File: src/rtl/key_schedule.sv
// DES key schedule: PC-1 on an accepted key, then 16 C||D rounds over a valid/ready stream.
// Optional key parity checking is enabled by defining DES_KEY_PARITY_CHK_EN.
module key_schedule (
    input  logic        clk,
    input  logic        rst_n,
    input  logic [64:1] key,
    input  logic        key_valid,
    output logic        key_ready,
    input  logic        decrypt,
    output logic [56:1] cd,
    output logic        cd_valid,
    input  logic        cd_ready,
    output logic [3:0]  round,
    output logic        done,
    output logic        parity_err
);

    typedef enum logic {IDLE, ROUND} state_e;

    localparam int PC1 [56] = '{
        57, 49, 41, 33, 25, 17,  9,  1, 58, 50, 42, 34, 26, 18,
        10,  2, 59, 51, 43, 35, 27, 19, 11,  3, 60, 52, 44, 36,
        63, 55, 47, 39, 31, 23, 15,  7, 62, 54, 46, 38, 30, 22,
        14,  6, 61, 53, 45, 37, 29, 21, 13,  5, 28, 20, 12,  4
    };

    state_e      state_q, state_d;
    logic [56:1] cd_q, cd_d;
    logic [3:0]  round_q, round_d;
    logic        dec_q, dec_d;
    logic        done_q, done_d;
    logic [56:1] cd0;
    logic [3:0]  sidx;

    // DES bit 1 sits at index 1, so a DES left rotate moves bits toward index 1.
    function automatic logic [28:1] rot(input logic [28:1] h,
                                        input logic left,
                                        input logic two);
        logic [28:1] r;
        case ({left, two})
            2'b10:   r = {h[1], h[28:2]};
            2'b11:   r = {h[2:1], h[28:3]};
            2'b00:   r = {h[27:1], h[28]};
            default: r = {h[26:1], h[28:27]};
        endcase
        return r;
    endfunction

    function automatic logic single(input logic [3:0] i);
        return (i == 4'd0) || (i == 4'd1) || (i == 4'd8) || (i == 4'd15);
    endfunction

    always_comb begin
        cd0 = '0;
        for (int i = 0; i < 56; i++) cd0[i+1] = key[PC1[i]];
    end

    // Decrypt round n+1 undoes encryption round 16-n, i.e. index ~round_q.
    assign sidx = dec_q ? ~round_q : round_q + 4'd1;

    always_comb begin
        state_d = state_q;
        cd_d    = cd_q;
        round_d = round_q;
        dec_d   = dec_q;
        done_d  = 1'b0;
        unique case (state_q)
            IDLE: begin
                if (key_valid) begin
                    state_d = ROUND;
                    round_d = '0;
                    dec_d   = decrypt;
                    cd_d    = decrypt ? cd0
                            : {rot(cd0[56:29], 1'b1, 1'b0),
                               rot(cd0[28:1], 1'b1, 1'b0)};
                end
            end
            ROUND: begin
                if (cd_ready) begin
                    if (round_q == 4'd15) begin
                        state_d = IDLE;
                        done_d  = 1'b1;
                    end else begin
                        round_d = round_q + 4'd1;
                        cd_d    = {rot(cd_q[56:29], !dec_q, !single(sidx)),
                                   rot(cd_q[28:1], !dec_q, !single(sidx))};
                    end
                end
            end
            default: state_d = IDLE;
        endcase
    end

    always_ff @(posedge clk or negedge rst_n) begin
        if (!rst_n) begin
            state_q <= IDLE;
            cd_q    <= '0;
            round_q <= '0;
            dec_q   <= 1'b0;
            done_q  <= 1'b0;
        end else begin
            state_q <= state_d;
            cd_q    <= cd_d;
            round_q <= round_d;
            dec_q   <= dec_d;
            done_q  <= done_d;
        end
    end

    assign key_ready = (state_q == IDLE);
    assign cd_valid  = (state_q == ROUND);
    assign cd        = cd_q;
    assign round     = round_q;
    assign done      = done_q;

`ifdef DES_KEY_PARITY_CHK_EN
    logic par_q, par_d;

    // Each key byte must carry odd parity; any even byte flags the key.
    always_comb begin
        par_d = par_q;
        if (state_q == IDLE && key_valid) begin
            par_d = 1'b0;
            for (int k = 0; k < 8; k++)
                if (!(^key[8*k+1 +: 8])) par_d = 1'b1;
        end
    end

    always_ff @(posedge clk or negedge rst_n) begin
        if (!rst_n) par_q <= 1'b0;
        else        par_q <= par_d;
    end

    assign parity_err = par_q;
`else
    logic unused_parity_bits;
    assign unused_parity_bits = ^{key[64], key[56], key[48], key[40],
                                  key[32], key[24], key[16], key[8]};
    assign parity_err = 1'b0;
`endif

endmodule

File: config.mk
export PLATFORM = sky130hd
export DESIGN_NAME = key_schedule
export DESIGN_NICKNAME = d
export VERILOG_FILES = /design/src/rtl/key_schedule.sv
export SDC_FILE = /design/constraint.sdc
export NUM_CORES = 1
export LEC_CHECK = 0
export CAP_MARGIN = 20
export CORE_UTILIZATION = 56
export CTS_BUF_LIST = sky130_fd_sc_hd__clkbuf_4 sky130_fd_sc_hd__clkbuf_8
export DETAILED_ROUTE_END_ITERATION = 16
export PLACE_DENSITY_LB_ADDON = 0.08
export SYNTH_ARGS = -nofsm -noshare
export SYNTH_HDL_FRONTEND = slang
export SYNTH_SLANG_ARGS = --single-unit
File: constraint.sdc
create_clock -name clk -period 3.72 [get_ports clk]
set_input_delay 0.744 -clock clk [delete_from_list [all_inputs] [get_ports clk]]
set_output_delay 0.744 -clock clk [all_outputs]
set_load 0.05 [all_outputs]
==> impl_metrics.prom <==
# TYPE chip_impl_metric gauge
chip_impl_metric{name="yosys.area_share.xor_xnor",unit="%"} 0.1652
chip_impl_info{name="synthTopCellsByArea",value="sky130_fd_sc_hd__dfrtp_1 (30%), sky130_fd_sc_hd__mux2i_1 (12%), sky130_fd_sc_hd__a2bb2oi_1 (6.1%)"} 1
chip_impl_metric{name="synth_adder_area_share",unit="%"} 0.2360
chip_impl_metric{name="cts.reportedPaths.clkPinSlew",unit="ps"} 80
chip_impl_metric{name="synth-simple-area-share",unit="%"} 16.78
chip_impl_metric{name="synth-async-reset-ratio",unit="%"} 100.0
chip_impl_metric{name="maximum_number_of_pins_on_one_net_before_global_route_repair",unit=""} 88
chip_impl_info{name="crit_end",value="cd[51]$_DFFE_PN0P_"} 1
chip_impl_metric{name="setup_viol",unit=""} 0
chip_impl_metric{name="htree_num_levels",unit=""} 3
chip_impl_metric{name="synth_fp_nets",unit=""} 684
chip_impl_info{name="synth_ff_type",value="sky130_fd_sc_hd__dfrtp_1"} 1
chip_impl_info{name="criticalPathCategory",value="reg2reg"} 1
chip_impl_metric{name="groute.usage.overall",unit="%"} 33.65
chip_impl_metric{name="timing_max_transition_violations_final",unit=""} 0
chip_impl_metric{name="clk_buf_depth",unit=""} 2
chip_impl_metric{name="worst-path-max-fanout",unit=""} 46
chip_impl_metric{name="synth_enable_flop_cells",unit=""} 0
chip_impl_metric{name="ys_seq_area_share",unit="%"} 29.73
chip_impl_metric{name="yosys.area.top_type_share",unit="%"} 29.73
chip_impl_metric{name="average_cell_area_after_synthesis",unit="um^2"} 8.636
chip_impl_metric{name="drt-initial-drc-count",unit=""} 393
chip_impl_info{name="startpoint",value="round[0]$_DFFE_PN0P_"} 1
chip_impl_metric{name="worst-r2r-setup-slack",unit="ps"} 790
chip_impl_metric{name="grt_antenna_before_repair",unit=""} 0
chip_impl_metric{name="cts_inserted_buffers",unit=""} 9
chip_impl_metric{name="place.gp.congestion",unit=""} 0.8819
chip_impl_metric{name="tritoncts_num_sinks",unit=""} 63
chip_impl_metric{name="worst-endpoint-arrival",unit="ps"} 3190
chip_impl_metric{name="cp.required",unit="ps"} 3970
chip_impl_metric{name="post_cts.resized_instances",unit=""} 0
chip_impl_metric{name="portBuffers",unit=""} 123
chip_impl_metric{name="yosysWarningCount",unit=""} 0
chip_impl_metric{name="post_synth_instance_area",unit="um^2"} 5303
chip_impl_metric{name="antenna_cells_inserted",unit=""} 0
chip_impl_info{name="min_path_type",value="in2async"} 1
chip_impl_info{name="synth_area_leader_cell",value="sky130_fd_sc_hd__dfrtp_1"} 1
chip_impl_info{name="worstSetupEndpointType",value="flip-flop"} 1
chip_impl_metric{name="drt_pre_antenna_iters",unit=""} 5
chip_impl_info{name="ys_top_cells_by_count",value="sky130_fd_sc_hd__dfrtp_1 (63), sky130_fd_sc_hd__mux2i_1 (62), sky130_fd_sc_hd__nor3_1 (57), sky130_fd_sc_hd__a21oi_1 (56), sky130_fd_sc_hd__nor2_1 (45)"} 1
chip_impl_info{name="synth_top_family_by_area",value="compound AO/OA/AOI/OAI gates"} 1
chip_impl_info{name="ctsRootBufferMaster",value="sky130_fd_sc_hd__clkbuf_8"} 1
chip_impl_metric{name="ir_drop",unit="mV"} 0.6961
chip_impl_metric{name="period_minus_slack",unit="ps"} 2933
chip_impl_metric{name="core",unit="um^2"} 9196
chip_impl_metric{name="p_leak",unit="uW"} 0.002693
chip_impl_metric{name="first_global_vias",unit=""} 5372
chip_impl_metric{name="via_per_inst",unit=""} 6.809
chip_impl_metric{name="layout.nets",unit=""} 766
chip_impl_metric{name="yosys.cell_types.count",unit=""} 43
chip_impl_metric{name="clk_latency",unit="ps"} 350
chip_impl_metric{name="areaGrowthSynthToFinish",unit="%"} 26.99
chip_impl_info{name="tritoncts",value="built"} 1
chip_impl_info{name="rsz0062_at_grt",value="false"} 1
chip_impl_metric{name="wl",unit="mm"} 16.43
chip_impl_metric{name="pwr_density_cell",unit="nW/um^2"} 1127
chip_impl_info{name="synth.most_common_cell",value="sky130_fd_sc_hd__dfrtp_1"} 1
chip_impl_metric{name="maxCapViolations",unit=""} 0
chip_impl_metric{name="chipHeight",unit="um"} 99.31
chip_impl_metric{name="num_vias",unit=""} 5522
chip_impl_metric{name="achievable-frequency",unit="GHz"} 0.3409
chip_impl_metric{name="worst_r2r_path_cells",unit=""} 6
chip_impl_metric{name="synthMuxAreaShare",unit="%"} 17.65
chip_impl_metric{name="cts_post_setup_buffers_inserted",unit=""} 0
chip_impl_metric{name="std_cell_rows",unit=""} 35
chip_impl_metric{name="dp_hpwl",unit="mm"} 10.63
chip_impl_metric{name="global_route.overflow_total",unit=""} 0
chip_impl_metric{name="slew-limit-headroom",unit="%"} 36.64
chip_impl_info{name="critical_path.startpoint_type",value="flip-flop"} 1
chip_impl_metric{name="ctsHoldBuffers",unit=""} 0
chip_impl_metric{name="die-width",unit="um"} 99.31
chip_impl_metric{name="effective_utilization_at_floorplan",unit="%"} 57.66
chip_impl_metric{name="synth_compound_area_share",unit="%"} 29.07
chip_impl_metric{name="timing.clock.skew",unit="ps"} 12.14
chip_impl_metric{name="netlist_instances",unit=""} 614
chip_impl_metric{name="finalHoldViolCount",unit=""} 0
chip_impl_metric{name="die_area",unit="um^2"} 9862
chip_impl_info{name="outcome",value="finished clean"} 1
chip_impl_metric{name="drc_errors",unit=""} 0
chip_impl_metric{name="layout-drive-gt1-share",unit="%"} 13.00
chip_impl_metric{name="num_io_pins",unit=""} 133
chip_impl_metric{name="final_total_negative_setup_slack",unit="ps"} 0
chip_impl_metric{name="grt_pass1_wl",unit="mm"} 26.93
chip_impl_info{name="timing.rr.start",value="round[0]$_DFFE_PN0P_"} 1
chip_impl_info{name="worst_r2r_endpoint",value="cd[51]$_DFFE_PN0P_"} 1
chip_impl_metric{name="drt-wirelength-per-cell",unit="um"} 20.26
chip_impl_metric{name="timing.hold.ws",unit="ps"} 319.0
chip_impl_metric{name="antenna_left",unit=""} 0
chip_impl_metric{name="worst-slew-pin-transition",unit="ps"} 950.5
chip_impl_metric{name="ys_ff_latch",unit=""} 63
chip_impl_metric{name="finalCritPeriodShare",unit="%"} 78.85
==> worst max-delay path: stages (launching register included) <==
cell,delay (ps)
sky130_fd_sc_hd__dfrtp_1,490
sky130_fd_sc_hd__ha_1,320
sky130_fd_sc_hd__and2_1,240
sky130_fd_sc_hd__a211oi_4,340
sky130_fd_sc_hd__mux2_2,870
sky130_fd_sc_hd__o221ai_1,280
sky130_fd_sc_hd__o31ai_1,270
==> report_power, final <==
group          total (uW)  switching, uW  internal [uW]
Sequential           1610            579           1030
Clock                 677            280            398
Combinational        5300           3240           2060
Total                7590           4100           3490
==> stage by stage <==
| step | utilization, % | std cells | area [um^2] | power [uW] | worst slack [ps] |
|---|---|---|---|---|---|
| after floorplan | - | 614 | 5303 | 5481 | 1073 |
| after global placement | 70.88 | 796 | 6519 | 6707 | 981.5 |
| after detailed placement | 70.88 | 796 | 6519 | 6850 | 885.4 |
| after CTS | 73.22 | 811 | 6734 | 7532 | 806.5 |
| after global routing | 73.22 | 811 | 6734 | 8004 | 555.8 |
| final | 73.22 | 811 | 6734 | 7590 | 786.7 |
==> kinds of logic (layout without fill, tap and decap cells) <==
group	after synthesis	count (layout)
simple gates	172	172
compound gates	219	219
flops	63	63
buf+inv	68	154
xor+xnor	1	1
mux	89	89
other cells	1	1
fa+ha+maj	1	1
==> state kept, by name, indices dropped and copies added (netlist names) <==
register / cells
cd: 56
cd_valid: 1
dec_q: 1
done: 1
round: 4
==> placed cells by master (no fill, tap or decap), drive strengths merged, types with 8 or more instances in the layout <==
cell type and count:
clkdlybuf4s50 121, mux2i 63, dfrtp 63, nor3 57, a21oi 56, nor2 45
a2bb2oi 37, o221ai 31, or2 27, mux2 26, a31oi 24, o21a 22
o21ai 20, nand2b 19, buf 15, o31ai 14, clkbuf 11, nand3 8
a22oi 8
==> layer usage <==
metal  vias to the layer above  track usage, %  part of all wire [%]
met4                         0           14.59                   2.5
met2                       300           55.93                    49
met3                        36           4.357                   7.8
li1                       2511               -                     -
met1                      2675           44.15                    41
met5                         -               0                     0
==> area by class of cell <==
| class | count | area [um^2] |
|---|---|---|
| fillers | 734 | 2462 |
| well taps | 111 | 138.9 |
| flip-flops and latches | 63 | 1579 |
| inverters | 3 | 11.26 |
| clock inverters | 4 | 70.07 |
| multi-input cells | 483 | 3418 |
| clock buffers | 11 | 145.1 |
| repair buffers | 136 | 1371 |
==> worst min-delay path by stage <==
stage                                  start                  to  slack, ps
final                                  rst_n  cd[27]$_DFFE_PN0P_        320
after global routing                   rst_n  cd[27]$_DFFE_PN0P_        350
after CTS                              rst_n  cd[27]$_DFFE_PN0P_        330
after detailed placement  cd[48]$_DFFE_PN0P_  cd[48]$_DFFE_PN0P_        580
after global placement    cd[23]$_DFFE_PN0P_  cd[23]$_DFFE_PN0P_        580
after floorplan                        rst_n  cd[10]$_DFFE_PN0P_        450
Power figures use the tool's default switching activity.
